$ cat src/rtl/imm_ext_pkg.sv
`default_nettype none
// ---------------------------------------------------------------------------
// imm_ext_pkg : extension-mode codes and skid-buffer state encodings
// Revision    : 1.0
// ---------------------------------------------------------------------------
package imm_ext_pkg;

    localparam logic [1:0] IMM_SIGN = 2'd0;
    localparam logic [1:0] IMM_ZERO = 2'd1;
    localparam logic [1:0] IMM_HIGH = 2'd2;
    localparam logic [1:0] IMM_SHL2 = 2'd3;

    typedef enum logic [1:0] {
        ST_EMPTY = 2'd0,
        ST_ONE   = 2'd1,
        ST_TWO   = 2'd2
    } state_t;

endpackage : imm_ext_pkg
`default_nettype wire

$ cat src/rtl/imm_ext_core.sv
`default_nettype none
// ---------------------------------------------------------------------------
// imm_ext_core : combinational IN_W -> OUT_W immediate extender (4 modes)
// Revision     : 1.0
// ---------------------------------------------------------------------------
module imm_ext_core
    import imm_ext_pkg::*;
#(
    parameter int IN_W  = 16,
    parameter int OUT_W = 32
) (
    input  logic [IN_W-1:0]  imm_i,
    input  logic [1:0]       mode_i,
    output logic [OUT_W-1:0] data_o
);

    logic [OUT_W-1:0] w_sign;

    assign w_sign = {{(OUT_W-IN_W){imm_i[IN_W-1]}}, imm_i};

    always_comb begin
        data_o = w_sign;
        case (mode_i)
            IMM_SIGN: data_o = w_sign;
            IMM_ZERO: data_o = {{(OUT_W-IN_W){1'b0}}, imm_i};
            IMM_HIGH: data_o = {imm_i, {(OUT_W-IN_W){1'b0}}};
            IMM_SHL2: data_o = w_sign << 2;
            default:  data_o = w_sign;
        endcase
    end

endmodule : imm_ext_core
`default_nettype wire

$ cat src/rtl/imm_extend_pipe.sv
`default_nettype none
// ---------------------------------------------------------------------------
// imm_extend_pipe : immediate extender behind a 2-entry valid/ready skid buffer
//                   Optional IMM_EXT_CNT_EN adds a 16-bit accepted-beat counter.
// Revision        : 1.0
// ---------------------------------------------------------------------------
module imm_extend_pipe
    import imm_ext_pkg::*;
#(
    parameter int IN_W  = 16,
    parameter int OUT_W = 32,
    parameter int TAG_W = 5
) (
    input  logic             clk,
    input  logic             rst,
    input  logic             flush,
    input  logic             in_valid,
    output logic             in_ready,
    input  logic [IN_W-1:0]  in_imm,
    input  logic [1:0]       in_mode,
    input  logic [TAG_W-1:0] in_tag,
    output logic             out_valid,
    input  logic             out_ready,
    output logic [OUT_W-1:0] out_data,
    output logic [TAG_W-1:0] out_tag
`ifdef IMM_EXT_CNT_EN
    ,
    output logic [15:0]      out_count
`endif
);

    state_t           state_q;
    logic             in_ready_q;
    logic             out_valid_q;
    logic [OUT_W-1:0] main_data_q;
    logic [TAG_W-1:0] main_tag_q;
    logic [OUT_W-1:0] skid_data_q;
    logic [TAG_W-1:0] skid_tag_q;

    logic [OUT_W-1:0] w_ext;
    logic             w_accept;
    logic             w_deliver;

    imm_ext_core #(
        .IN_W  (IN_W),
        .OUT_W (OUT_W)
    ) u_core (
        .imm_i  (in_imm),
        .mode_i (in_mode),
        .data_o (w_ext)
    );

    assign w_accept  = in_valid && in_ready_q;
    assign w_deliver = out_valid_q && out_ready;

    // Main register always drives the outputs; skid only fills while main is stalled.
    always_ff @(posedge clk or posedge rst) begin
        if (rst) begin
            state_q     <= ST_EMPTY;
            in_ready_q  <= 1'b1;
            out_valid_q <= 1'b0;
            main_data_q <= '0;
            main_tag_q  <= '0;
            skid_data_q <= '0;
            skid_tag_q  <= '0;
        end else if (flush) begin
            state_q     <= ST_EMPTY;
            in_ready_q  <= 1'b1;
            out_valid_q <= 1'b0;
        end else begin
            case (state_q)
                ST_EMPTY: begin
                    if (w_accept) begin
                        main_data_q <= w_ext;
                        main_tag_q  <= in_tag;
                        out_valid_q <= 1'b1;
                        state_q     <= ST_ONE;
                    end
                end
                ST_ONE: begin
                    if (w_accept && w_deliver) begin
                        main_data_q <= w_ext;
                        main_tag_q  <= in_tag;
                    end else if (w_accept) begin
                        skid_data_q <= w_ext;
                        skid_tag_q  <= in_tag;
                        in_ready_q  <= 1'b0;
                        state_q     <= ST_TWO;
                    end else if (w_deliver) begin
                        out_valid_q <= 1'b0;
                        state_q     <= ST_EMPTY;
                    end
                end
                ST_TWO: begin
                    if (w_deliver) begin
                        main_data_q <= skid_data_q;
                        main_tag_q  <= skid_tag_q;
                        in_ready_q  <= 1'b1;
                        state_q     <= ST_ONE;
                    end
                end
                default: begin
                    state_q     <= ST_EMPTY;
                    in_ready_q  <= 1'b1;
                    out_valid_q <= 1'b0;
                end
            endcase
        end
    end

    assign in_ready  = in_ready_q;
    assign out_valid = out_valid_q;
    assign out_data  = main_data_q;
    assign out_tag   = main_tag_q;

`ifdef IMM_EXT_CNT_EN
    logic [15:0] cnt_q;
    logic [15:0] cnt_d;

    assign cnt_d = (w_accept && !flush) ? cnt_q + 16'd1 : cnt_q;

    always_ff @(posedge clk or posedge rst) begin
        if (rst) begin
            cnt_q <= 16'd0;
        end else begin
            cnt_q <= cnt_d;
        end
    end

    assign out_count = cnt_q;
`endif

endmodule : imm_extend_pipe
`default_nettype wire

$ cat config.mk
export PLATFORM = sky130hd
export DESIGN_NAME = imm_extend_pipe
export DESIGN_NICKNAME = d
export VERILOG_FILES = /design/src/rtl/imm_ext_pkg.sv /design/src/rtl/imm_ext_core.sv /design/src/rtl/imm_extend_pipe.sv
export SDC_FILE = /design/constraint.sdc
export NUM_CORES = 1
export LEC_CHECK = 0
export BUFFER_PORTS_ARGS = -buffer_cell sky130_fd_sc_hd__buf_4
export CELL_PAD_IN_SITES_DETAIL_PLACEMENT = 0
export CELL_PAD_IN_SITES_GLOBAL_PLACEMENT = 1
export CORE_UTILIZATION = 45
export CTS_CLUSTER_DIAMETER = 60
export CTS_CLUSTER_SIZE = 24
export DETAILED_ROUTE_END_ITERATION = 8
export HOLD_SLACK_MARGIN = 0.15
export PLACE_DENSITY_LB_ADDON = 0.1
export SLEW_MARGIN = 25
export SYNTH_ARGS = -nofsm -noshare
export SYNTH_HDL_FRONTEND = slang
export SYNTH_HIERARCHICAL = 1
export SYNTH_SLANG_ARGS = --single-unit
$ cat constraint.sdc
create_clock -name clk -period 2.9 [get_ports clk]
set_input_delay 0.58 -clock clk [delete_from_list [all_inputs] [get_ports clk]]
set_output_delay 0.58 -clock clk [all_outputs]
set_load 0.02 [all_outputs]
==> impl_results.rst <==
.. list-table::
   :header-rows: 1

   * - Metric
     - Value
   * - Area growth syn-to-layout
     - 18.06%
   * - FF-to-FF setup slack
     - roughly 0.85 ns
   * - Cell with the most instances after synthesis
     - sky130_fd_sc_hd__dfrtp_1
   * - Chip height
     - approximately 96 um
   * - Average cell area after synthesis
     - around 12 um^2
   * - TritonCTS buffer count
     - 9
   * - Placer congestion estimate
     - about 0.73
   * - Number of antenna violations at the first check in global routing
     - 0
   * - Kind of critical path
     - register to register
   * - Count of pins over their slew limit
     - 0
   * - Post-CTS clock slew at the launch and capture registers of the worst setup and hold paths
     - 0.08 ns
   * - Count of synthesis-stage warnings from yosys
     - 6
   * - Fin crit share
     - 70.54%
   * - Total vias in the final route
     - between 2k and 3k
   * - Number of diodes added for antenna fixing
     - 0
   * - Drt wl/cell
     - 16.10 um
   * - Pin count of the biggest net entering global routing
     - 45
   * - Effective utilization at floorplan
     - a little under half
   * - Hold_buf cts
     - 0
   * - Die Width
     - ~96 um
   * - Share of the core filled with cells in the final layout
     - 55.81%
   * - Cell at the root of the clock tree
     - sky130_fd_sc_hd__clkbuf_8
   * - Kind of path behind the tightest hold check
     - input pin to async pin
   * - Top post-synthesis cells by count
     - 77 x sky130_fd_sc_hd__dfrtp_1, 52 x sky130_fd_sc_hd__mux2i_1, 41 x sky130_fd_sc_hd__nor2_1, 39 x sky130_fd_sc_hd__a21oi_1, 30 x sky130_fd_sc_hd__mux2_4
   * - Post-synthesis cell type with the largest combined area
     - sky130_fd_sc_hd__dfrtp_1
   * - Residual overflow from global routing
     - 0
   * - Cell type group with the largest total delay on the critical path
     - flip-flops
   * - Global-route wire length before repair
     - ~13000 um
   * - Relative slew margins
     - about 48%
   * - Flop and latch count out of synthesis
     - 78
   * - Leakage component of the power
     - between 2 and 2.5 nW
   * - Placeable Area
     - between 0.008 and 0.009 mm^2
   * - Length of the first detailed-routing pass in iterations
     - 4
   * - Delay contributed by the slowest stage of the critical path
     - ~0.47 ns
   * - CTS resizes
     - 0
   * - Result of the run
     - finished, final reports clean
   * - Sum of routed wire length over all layers
     - between 7000 and 8000 um
   * - Clock sinks
     - just under 80
   * - Synthesized Nets
     - approximately 360
   * - Violation count after the first detailed-routing iteration
     - approximately 110
   * - Post-DRT Antenna Nets
     - 0
   * - Fin Setup TNS
     - 0 ns
   * - Number of vias per cell
     - ~5.3
   * - Mapped Cells
     - 327
   * - Count of nets after finishing
     - slightly above 400
   * - Count of flip-flops with a built-in enable after synthesis
     - 0
   * - Worst-case vdd ir drop
     - approximately 0.00043 V
   * - Transition at the pin with the smallest max-transition slack
     - a little under 0.8 ns
   * - Largest fanout on the critical path
     - 20
   * - TritonCTS clock tree
     - done
   * - Count of unique library cells instantiated by Yosys
     - 38
   * - Start point of the critical path
     - out_valid$_DFFE_PP0P_
   * - Final hold violation count
     - 0
   * - Max_cap viols
     - 0
   * - Data arrival time of the worst path
     - approximately 2.3 ns
   * - CTS max path bufs
     - 2
   * - Detailed Place HPWL
     - 5600 um
   * - Post-synthesis cell area
     - between 0.003 and 0.004 mm^2
   * - Endpoint of the worst register-to-register path
     - skid_data_q[24]$_DFFE_PP0P_
   * - DIE AREA
     - 0.009185 mm^2
   * - Nature of the critical path endpoint
     - register
   * - CTS H-Tree Depth
     - 3
   * - Share of post-route cells with drive strength above 1
     - 35.29%
   * - Data required, critical path
     - around 3.1 ns
   * - Share of the synthesized area in the top cell type
     - about half
   * - Setup-failing EPs final
     - 0
   * - Sequential share of the synthesized area
     - 49.29%
   * - Cell depth of the worst flop-to-flop path
     - 4
   * - Cell row count
     - 33
   * - Total power density per cell area
     - approximately 940 mW/mm^2
   * - Startpoint class of the critical path
     - register
   * - GRT Util Overall
     - between 10% and 20%
   * - Buffers on Ports
     - 66
   * - Post-route minimum period
     - between 2 and 2.5 ns
   * - CP cell instances
     - a21boi_2, nand4_4, buf_12, mux2_4
   * - Filler instances
     - 757
   * - Total buffers and inverters traversed by the critical path
     - 1
   * - Startpoint of the most critical register-to-register path
     - out_valid$_DFFE_PP0P_
   * - Cell with the largest stage delay on the worst path
     - sky130_fd_sc_hd__dfrtp_1
   * - Source-to-sink clock delay at the later pin of the worst-skew pair
     - 0.34 ns
   * - Max Clock Skew
     - approximately 0.0054 ns
   * - Unrepaired setup endpoints after global routing
     - false
   * - Number of placed I/O pins
     - 67
   * - DRC violation count after routing
     - 0
   * - Share of flip-flops with an asynchronous set or reset
     - 100.0%
   * - Leading register cell type out of synthesis
     - sky130_fd_sc_hd__dfrtp_1
   * - Vias in the first global route
     - roughly 2.6k
   * - Number of setup buffers added after CTS
     - 0
   * - Leading post-synthesis cells by cell area
     - sky130_fd_sc_hd__dfrtp_1 49%, sky130_fd_sc_hd__mux2i_1 13%, sky130_fd_sc_hd__mux2_4 11%, sky130_fd_sc_hd__a21oi_1 4.9%, sky130_fd_sc_hd__nor2_1 3.9%
   * - Achievable frequency
     - just under 0.5 GHz
## power breakdown
part           leakage [nW]  switching (mW)  internal (mW)
Sequential            0.933           0.277           1.59
Clock                 0.106           0.375          0.441
Combinational          1.41           0.838          0.886
## per-stage QoR
stage	power [mW]	setup WS, ns	instances	instance area [um^2]	hold slack [ns]
global placement	3.588	0.6660	480	4478	0.4873
finish	4.407	0.8545	496	4678	0.3646
detailed placement	3.625	0.6330	480	4478	0.4907
global route	4.711	0.7350	496	4678	0.4189
CTS	4.463	0.8411	496	4678	0.3844
floorplan	3.002	0.3266	327	3963	0.4786
## logic make-up after synthesis
kind of cell    Yosys count  synth area share (%)
compound gates           76                 11.71
xor+xnor                  1                0.2211
buf+inv                  29                 5.494
flops                    78                 49.29
mux                      89                 26.49
simple gates             54                 6.789
## flip-flops by register name, indices dropped and copies added (netlist names)
signal       cells
skid_tag_q       5
out_valid        1
in_ready         1
skid_data_q     32
out_tag          5
out_data        32
state_q          2
## cells in the final DEF, fill, tap and decap left out, types with 2 or more instances in the layout
master	instances
sky130_fd_sc_hd__a21oi_1	39
sky130_fd_sc_hd__a22o_1	11
sky130_fd_sc_hd__a22o_2	3
sky130_fd_sc_hd__and2b_2	2
sky130_fd_sc_hd__buf_12	2
sky130_fd_sc_hd__buf_4	70
sky130_fd_sc_hd__clkbuf_8	11
sky130_fd_sc_hd__clkinv_2	4
sky130_fd_sc_hd__dfrtp_1	77
sky130_fd_sc_hd__inv_1	4
sky130_fd_sc_hd__mux2_2	7
sky130_fd_sc_hd__mux2_4	30
sky130_fd_sc_hd__mux2i_1	52
sky130_fd_sc_hd__nand3_1	2
sky130_fd_sc_hd__nor2_1	41
sky130_fd_sc_hd__nor2b_1	2
sky130_fd_sc_hd__o21ai_0	8
sky130_fd_sc_hd__o21ai_1	6
## area by class of cell
class,instances,area (um^2),area share [%]
multi-input combinational,220,1808,38.65
inverter,5,20.02,0.4279
sequential,78,1953,41.75
tap,105,131.4,2.808
clock inverter,4,45.04,0.9628
timing repair buffer,72,565.5,12.09
clock buffer,12,155.1,3.316
## worst max-delay path by stage
| stage | cells past startpoint | endpoint | slack (ns) |
|---|---|---|---|
| 3_3_place_gp | 5 | skid_data_q[22]$_DFFE_PP0P_ | 0.67 |
| 5_1_grt | 4 | skid_data_q[24]$_DFFE_PP0P_ | 0.74 |
| 2_1_floorplan | 1 | out_data[0]$_DFFE_PP0P_ | 0.33 |
| 3_5_place_dp | 5 | skid_data_q[24]$_DFFE_PP0P_ | 0.63 |
| 4_1_cts | 4 | skid_data_q[24]$_DFFE_PP0P_ | 0.84 |
| 6_report | 4 | skid_data_q[24]$_DFFE_PP0P_ | 0.85 |
## metal layers
layer / global-route usage (%) / vias to the layer above / share of wire [%] / routed length [um]
li1: - / 1279 / - / -
met1: 26.20 / 1284 / 49 / 3903
met2: 30.24 / 42 / 48 / 3797
met3: 4.423 / 5 / 2.8 / 223
met4: 5.224 / 0 / 0.78 / 62
met5: 0 / - / 0 / 0
No activity file was read; power rests on OpenSTA's default activity.
